<file path="config.mk">
export PLATFORM = sky130hd
export DESIGN_NAME = serializador_paralelo_serie
export DESIGN_NICKNAME = d
export VERILOG_FILES = /design/src/rtl/serializador_paralelo_serie_pkg.sv /design/src/rtl/serializador_paralelo_serie_contador_bits.sv /design/src/rtl/serializador_paralelo_serie.sv
export SDC_FILE = /design/constraint.sdc
export NUM_CORES = 1
export LEC_CHECK = 0
export CORE_UTILIZATION = 47
export DETAILED_ROUTE_END_ITERATION = 10
export PLACE_DENSITY = 0.75
export SYNTH_ARGS = -nofsm -noshare
export SYNTH_HDL_FRONTEND = slang
export SYNTH_SLANG_ARGS = --single-unit
</file>
<file path="constraint.sdc">
create_clock -name clk -period 1.9 [get_ports clk]
set_input_delay 0.285 -clock clk [delete_from_list [all_inputs] [get_ports clk]]
set_output_delay 0.285 -clock clk [all_outputs]
set_load 0.01 [all_outputs]
</file>
<file path="src/rtl/serializador_paralelo_serie_pkg.sv">
// Shared definitions for the serializer and the downstream detector stage:
// state codes and the default word width.
package serializador_paralelo_serie_pkg;

    localparam int DEFAULT_WIDTH = 8;

    localparam logic [1:0] ST_IDLE  = 2'b00;
    localparam logic [1:0] ST_SHIFT = 2'b01;

endpackage

</file>
<file path="src/rtl/serializador_paralelo_serie_contador_bits.sv">
// Bit counter for the serializer: counts 0..WIDTH-1 and flags the last bit.
// The terminal count gates both the ready handshake and the exit from SHIFT.
module contador_bits #(
    parameter int WIDTH = 8
) (
    input  logic clk,
    input  logic rst,
    input  logic clr_i,
    input  logic en_i,
    output logic tc_o
);

    localparam int CW = $clog2(WIDTH);

    logic [CW-1:0] count_q, count_d;

    // Clear has priority so a reload on the last bit restarts at zero.
    always_comb begin
        count_d = count_q;
        if (clr_i) begin
            count_d = '0;
        end else if (en_i) begin
            count_d = count_q + 1'b1;
        end
    end

    always_ff @(posedge clk or posedge rst) begin
        if (rst) begin
            count_q <= '0;
        end else begin
            count_q <= count_d;
        end
    end

    assign tc_o = (count_q == CW'(WIDTH - 1));

endmodule

</file>
<file path="src/rtl/serializador_paralelo_serie.sv">
// Parallel-to-serial converter: accepts a word on load&&ready and streams it
// one bit per clock, reloading on the last bit so consecutive words abut.
module serializador_paralelo_serie
    import serializador_paralelo_serie_pkg::*;
#(
    parameter int WIDTH     = DEFAULT_WIDTH,
    parameter bit MSB_FIRST = 1'b1
) (
    input  logic             clk,
    input  logic             rst,
    input  logic [WIDTH-1:0] data_in,
    input  logic             load,
    output logic             ready,
    output logic             dout,
    output logic             dout_valid,
    output logic             busy
);

    logic [1:0]       state_q, state_d;
    logic [WIDTH-1:0] shreg_q, shreg_d;
    logic [WIDTH-1:0] shifted;
    logic             tc;
    logic             accept;
    logic             cnt_clr;
    logic             cnt_en;

    contador_bits #(
        .WIDTH (WIDTH)
    ) u_contador_bits (
        .clk   (clk),
        .rst   (rst),
        .clr_i (cnt_clr),
        .en_i  (cnt_en),
        .tc_o  (tc)
    );

    // The serial bit always comes from a register edge, never from data_in.
    generate
        if (MSB_FIRST) begin : g_msb_first
            assign shifted = {shreg_q[WIDTH-2:0], 1'b0};
            assign dout    = shreg_q[WIDTH-1];
        end else begin : g_lsb_first
            assign shifted = {1'b0, shreg_q[WIDTH-1:1]};
            assign dout    = shreg_q[0];
        end
    endgenerate

    assign ready      = (state_q == ST_IDLE) || ((state_q == ST_SHIFT) && tc);
    assign accept     = load && ready;
    assign busy       = (state_q == ST_SHIFT);
    assign dout_valid = busy;

    always_comb begin
        state_d = state_q;
        shreg_d = shreg_q;
        cnt_clr = 1'b0;
        cnt_en  = 1'b0;
        case (state_q)
            ST_IDLE: begin
                if (accept) begin
                    shreg_d = data_in;
                    state_d = ST_SHIFT;
                    cnt_clr = 1'b1;
                end
            end
            ST_SHIFT: begin
                if (!tc) begin
                    shreg_d = shifted;
                    cnt_en  = 1'b1;
                end else if (accept) begin
                    shreg_d = data_in;
                    cnt_clr = 1'b1;
                end else begin
                    state_d = ST_IDLE;
                    shreg_d = '0;
                    cnt_clr = 1'b1;
                end
            end
            default: begin
                state_d = ST_IDLE;
                shreg_d = '0;
                cnt_clr = 1'b1;
            end
        endcase
    end

    always_ff @(posedge clk or posedge rst) begin
        if (rst) begin
            state_q <= ST_IDLE;
            shreg_q <= '0;
        end else begin
            state_q <= state_d;
            shreg_q <= shreg_d;
        end
    end

endmodule

</file>
# After elaboration in Yosys (flattened, before gate mapping)
# Cells that the tools add are included.
# word_totals
regBits,13
latchBits,0
ramBits,0
romBits,0
wordCells,30
memories,0
# op_classes
add_sub_neg,1
n_mul,0
div_mod_pow,0
n_lt_le_gt_ge,0
eq_ne,5
shift,0
mux,15
bitwise_logic,0
n_reduce_logical,6
# op_table
op,n
$mux W8,3
$pmux W8 S2,1
$mux W2,3
$mux W3,2
$mux W1,4
$ne A2 B2 Y1 const B,2
$pmux W2 S2,1
$add A3 B1 Y3 const B,1
$eq A3 B3 Y1 const B,1
$reduce_and A3 Y1,1
$eq A2 B1 Y1 const B,1
$logic_and A1 B1 Y1,2
$logic_not A2 Y1,1
$ne A2 B1 Y1 const B,1
$pmux W1 S2,1
$reduce_bool A2 Y1,1
$logic_or A1 B1 Y1,1

# Longest topological paths before layout
# Gate-level depths: netlist (run 1).
# logic_depth
word_depth,7
ltp_mapped,6
ltp_nobuf,4

# By module
# From an unflattened synthesis (run 1), not the netlist that was laid out.
# hier_totals
hier_cells,49
area_unflattened_um2,593.1
# by_module_without_submodules
mod,n_inst,cells_per_inst,area_per_inst_um2,seq_area_each_um2
serializador_paralelo_serie,1,37,449.2,225.2
contador_bits,1,12,143.9,75.1

# Worst setup path after synthesis (run 1)
# Ideal clock, no wire load.
# synth_timing
path_kind,reg2out
from,register u_contador_bits.count_q[0]
to,output ready
arrival_ns,1.142
t_required_ns,1.615
slack_ns,0.473
stages_incl_launch_ff,6
path_cell_list,dfrtp_1 ha_1 ha_1 buf_6 nand2b_4 buf_6
# synth_via
elab_chain_cells,3
# synth_lines
element,line_no,text
from (decl),serializador_paralelo_serie_contador_bits.sv:15,"logic [CW-1:0] count_q, count_d;"
from (signal assigned),serializador_paralelo_serie_contador_bits.sv:31,count_q <= count_d;
$eq A3 B3 Y1,serializador_paralelo_serie_contador_bits.sv:35,assign tc_o = (count_q == CW'(WIDTH - 1));
$logic_and A1 B1 Y1,serializador_paralelo_serie.sv:48,assign ready = (state_q == ST_IDLE) || ((state_q == ST_SHIFT) && tc);
$logic_or A1 B1 Y1,serializador_paralelo_serie.sv:48,
to (decl),serializador_paralelo_serie.sv:13,"output logic ready,"
# No other way between the ends.

# Final worst setup path (run 1)
# Ends and elaborated chain as after synthesis.

==> results of run 1 <==
## layer usage
| layer | GRT usage | vias up | share of wire |
|---|---|---|---|
| li1 | - | 255 | - |
| met1 | 0.239 | 232 | 0.46 |
| met2 | 0.305 | 15 | 0.49 |
| met3 | 0.0489 | 4 | 0.034 |
| met4 | 0.150 | 0 | 0.015 |
| met5 | 0 | - | 0 |
## cells in the mapped netlist, types with 2 or more instances
| cell | n |
|---|---|
| nand3_1 | 8 |
| buf_6 | 2 |
| o32ai_1 | 2 |
| mux2i_1 | 8 |
| inv_1 | 12 |
| o221ai_2 | 7 |
| dfrtp_1 | 12 |
| buf_4 | 3 |
| ha_1 | 2 |
## critical path, cell delays in order, from the launching register on
cell and delay, ps:
dfrtp_1 390, ha_1 200, ha_1 190, nand2b_4 140, dlygate4sd2_1 280
## layout by cell type, fill, tap and decap left out
| cell | count |
|---|---|
| clkdlybuf4s50_1 | 13 |
| inv_1 | 12 |
| dfrtp_1 | 12 |
| mux2i_1 | 8 |
| nand3_1 | 8 |
| o221ai_2 | 7 |
| buf_4 | 4 |
| clkbuf_4 | 3 |
| o32ai_1 | 2 |
| ha_1 | 2 |
| nand2b_4 | 1 |
| or2b_1 | 1 |
| nor2_1 | 1 |
| nor3b_1 | 1 |
| a21o_1 | 1 |
| o21ai_0 | 1 |
| dlygate4sd2_1 | 1 |
## how the worst max path moves through the flow
stage,end,depth (start not counted),slack (ps)
finish,ready,4,150
global route,ready,4,90
CTS,ready,4,140
detailed placement,ready,4,250
global placement,ready,4,270
floorplan,ready,5,470
## cell families after synthesis
kind of cell    count (synthesis)  synth area share
compound gates                 11             0.191
buf+inv                        18             0.133
fa+ha+maj                       2            0.0354
mux                             8             0.113
flops                          12             0.425
simple gates                   12             0.103
## sequential cells by signal (all words and copies together) (netlist names)
name / flops
shreg_q: 8
state_q: 1
u_contador_bits.count_q: 3
## final cells by class
class / count / area (µm²)
Sequential cell: 12 / 300
Multi-Input combinational cell: 33 / 313
Inverter: 12 / 45.0
Tap cell: 15 / 18.8
Timing Repair Buffer: 18 / 169
Clock buffer: 3 / 22.5
Fill cell: 120 / 482
## power groups by stage
stage	logic, mW	registers, mW	clock network (mW)
final	0.484	0.403	0.156
after global routing	0.543	0.411	0.175
after CTS	0.491	0.405	0.164
after detailed placement	0.498	0.410	0
after global placement	0.485	0.406	0
after floorplan	0.375	0.404	0
==> qor.csv, run 1 <==
stage;metric;value;unit
outcome;status;complete, no violations;
routing;first_pass_iters;4;
sta;fin_ws;150;ps
die;io_pins;15;
worst_setup_path;crit_start;u_contador_bits.count_q[0];
pwr;cell_internal_pwr;0.674;mW
layout;fin_area;868;µm²
min_path;worstHoldPathType;primary input to async pin;
placed_design;place_area;847;µm²
global_routing;grt_pass1_vias;453;
clocking;cts_buffers;3;
synth;async_flop_share;1.00;
die;die_x;40.8;µm
sta;worst_pin_slew;461;ps
layout;final_util;0.643;
sta;hold_viol;0;
synth;syn_nets;76;
synth;ys_warn_count;0;
die;die_y;40.8;µm
placed_design;numPortBuffers;14;
worst_setup_path;r2r_cells;5;
worst_setup_path;reg2reg_from;u_contador_bits.count_q[0];
layout;nets;93;
worst_setup_path;timing.rr.end;shreg_q[3];
placed_design;placed_cells;90;
worst_setup_path;start_kind;flop;
clocking;clock_tree.root_cell;clkbuf_4;
routing;first_iter_violations;4;
sta;fin_crit_sh;0.921;
pwr;power;1.04;mW
die;start_util;0.524;
synth;synthCells;63;
sta;final-setup-viol-count;0;
pwr;worst_ir_drop_vdd;0.599;mV
sta;fmax;571;MHz
synth;syn_area;707;µm²
synth;ys.flop_type;dfrtp_1;
worst_setup_path;cp.arrival;1470;ps
pwr;swShare;0.354;
worst_setup_path;critPathKind;flop to output pin;
routing;drt-total-wl;1.29;mm
die;dieArea;1660;µm²
sta;skew;2.56;ps
clocking;cts_setup_buffers;0;
pwr;power_density;1200;nW/µm²
clocking;cts.sinks;12;
placed_design;pre_cts_ws;252;ps
worst_setup_path;cp-end-kind;output pin;
clocking;post_cts_resized;1;
worst_setup_path;cp.required;1620;ps
pwr;p_sw;0.369;mW
sta;final.min_clock_period;1750;ps
global_routing;antenna_found_initial;0;
clocking;clk_pin_slew;70;ps
pwr;p_clk_frac;0.149;
clocking;htree_levels;1;
synth;syn_avg_cell_area;11.2;µm²
synth;synth_cell_types;16;
routing;ant_nets;0;
global_routing;grt_usage;0.200;
die;rows;13;
layout;antenna_cells;0;
layout;final_cells;93;
synth;synth_area_leaders;dfrtp_1 (42%), o221ai_2 (15%), mux2i_1 (11%);
synth;ys_seq_area_frac;0.425;
global_routing;grt_pass1_wl;2.01;mm
placed_design;gp_congestion;0.596;
pwr;seqPwrFrac;0.387;
routing;wl_per_cell;13.9;µm
sta;whs;316;ps
routing;num_vias;506;
pwr;pwr-share-comb;0.464;
worst_setup_path;crit_fanout;3;
routing;drc;0;
global_routing;grt_max_degree;21;
run;max_cap_violations;0;
layout;drive_gt1_frac;0.192;
global_routing;gr-total-overflow;0;
synth;ys_ff_latch;12;
pwr;p_leak;0.394;nW
sta;rsz0062_at_grt;false;
placed_design;hpwl;906;µm
clocking;hold_buffers;0;
clocking;cts_tree;yes;
layout;syn_to_final_growth;22.8;%
sta;slew_headroom;0.692;
sta;slew_violations;0;
die;design.core.area;1350;µm²
clocking;clockBufferDepth;2;
clocking;clock_latency;270;ps
routing;vias_per_cell;5.44;
sta;finalSetupTns;0;ps
worst_setup_path;regToRegSetupSlack;540;ps
synth;yosysTopAreaCellShare;0.425;
synth;synth_edf_count;0;
synth;synth_top_cell_by_area;dfrtp_1;
No activity file was read; power rests on OpenSTA's default activity.
==> run 2: changes to the inputs <==
--- a/config.mk
+++ b/config.mk
@@ -5,8 +5,10 @@
 export SDC_FILE = /design/constraint.sdc
 export NUM_CORES = 1
 export LEC_CHECK = 0
+export ABC_CLOCK_PERIOD_IN_PS = 1900
 export CORE_UTILIZATION = 47
 export DETAILED_ROUTE_END_ITERATION = 10
+export GPL_TIMING_DRIVEN = 1
 export PLACE_DENSITY = 0.75
 export SYNTH_ARGS = -nofsm -noshare
 export SYNTH_HDL_FRONTEND = slang
==> results of run 2 <==
Same layout as run 1: the final DEF is identical, and so are final timing and power.
==> run 3: changes to the inputs <==
--- a/config.mk
+++ b/config.mk
@@ -10,6 +10,7 @@
 export DETAILED_ROUTE_END_ITERATION = 10
 export GPL_TIMING_DRIVEN = 1
 export PLACE_DENSITY = 0.75
+export SLEW_MARGIN = 20
 export SYNTH_ARGS = -nofsm -noshare
 export SYNTH_HDL_FRONTEND = slang
 export SYNTH_SLANG_ARGS = --single-unit
==> results of run 3 <==
Same layout as run 1: the final DEF is identical, and so are final timing and power.
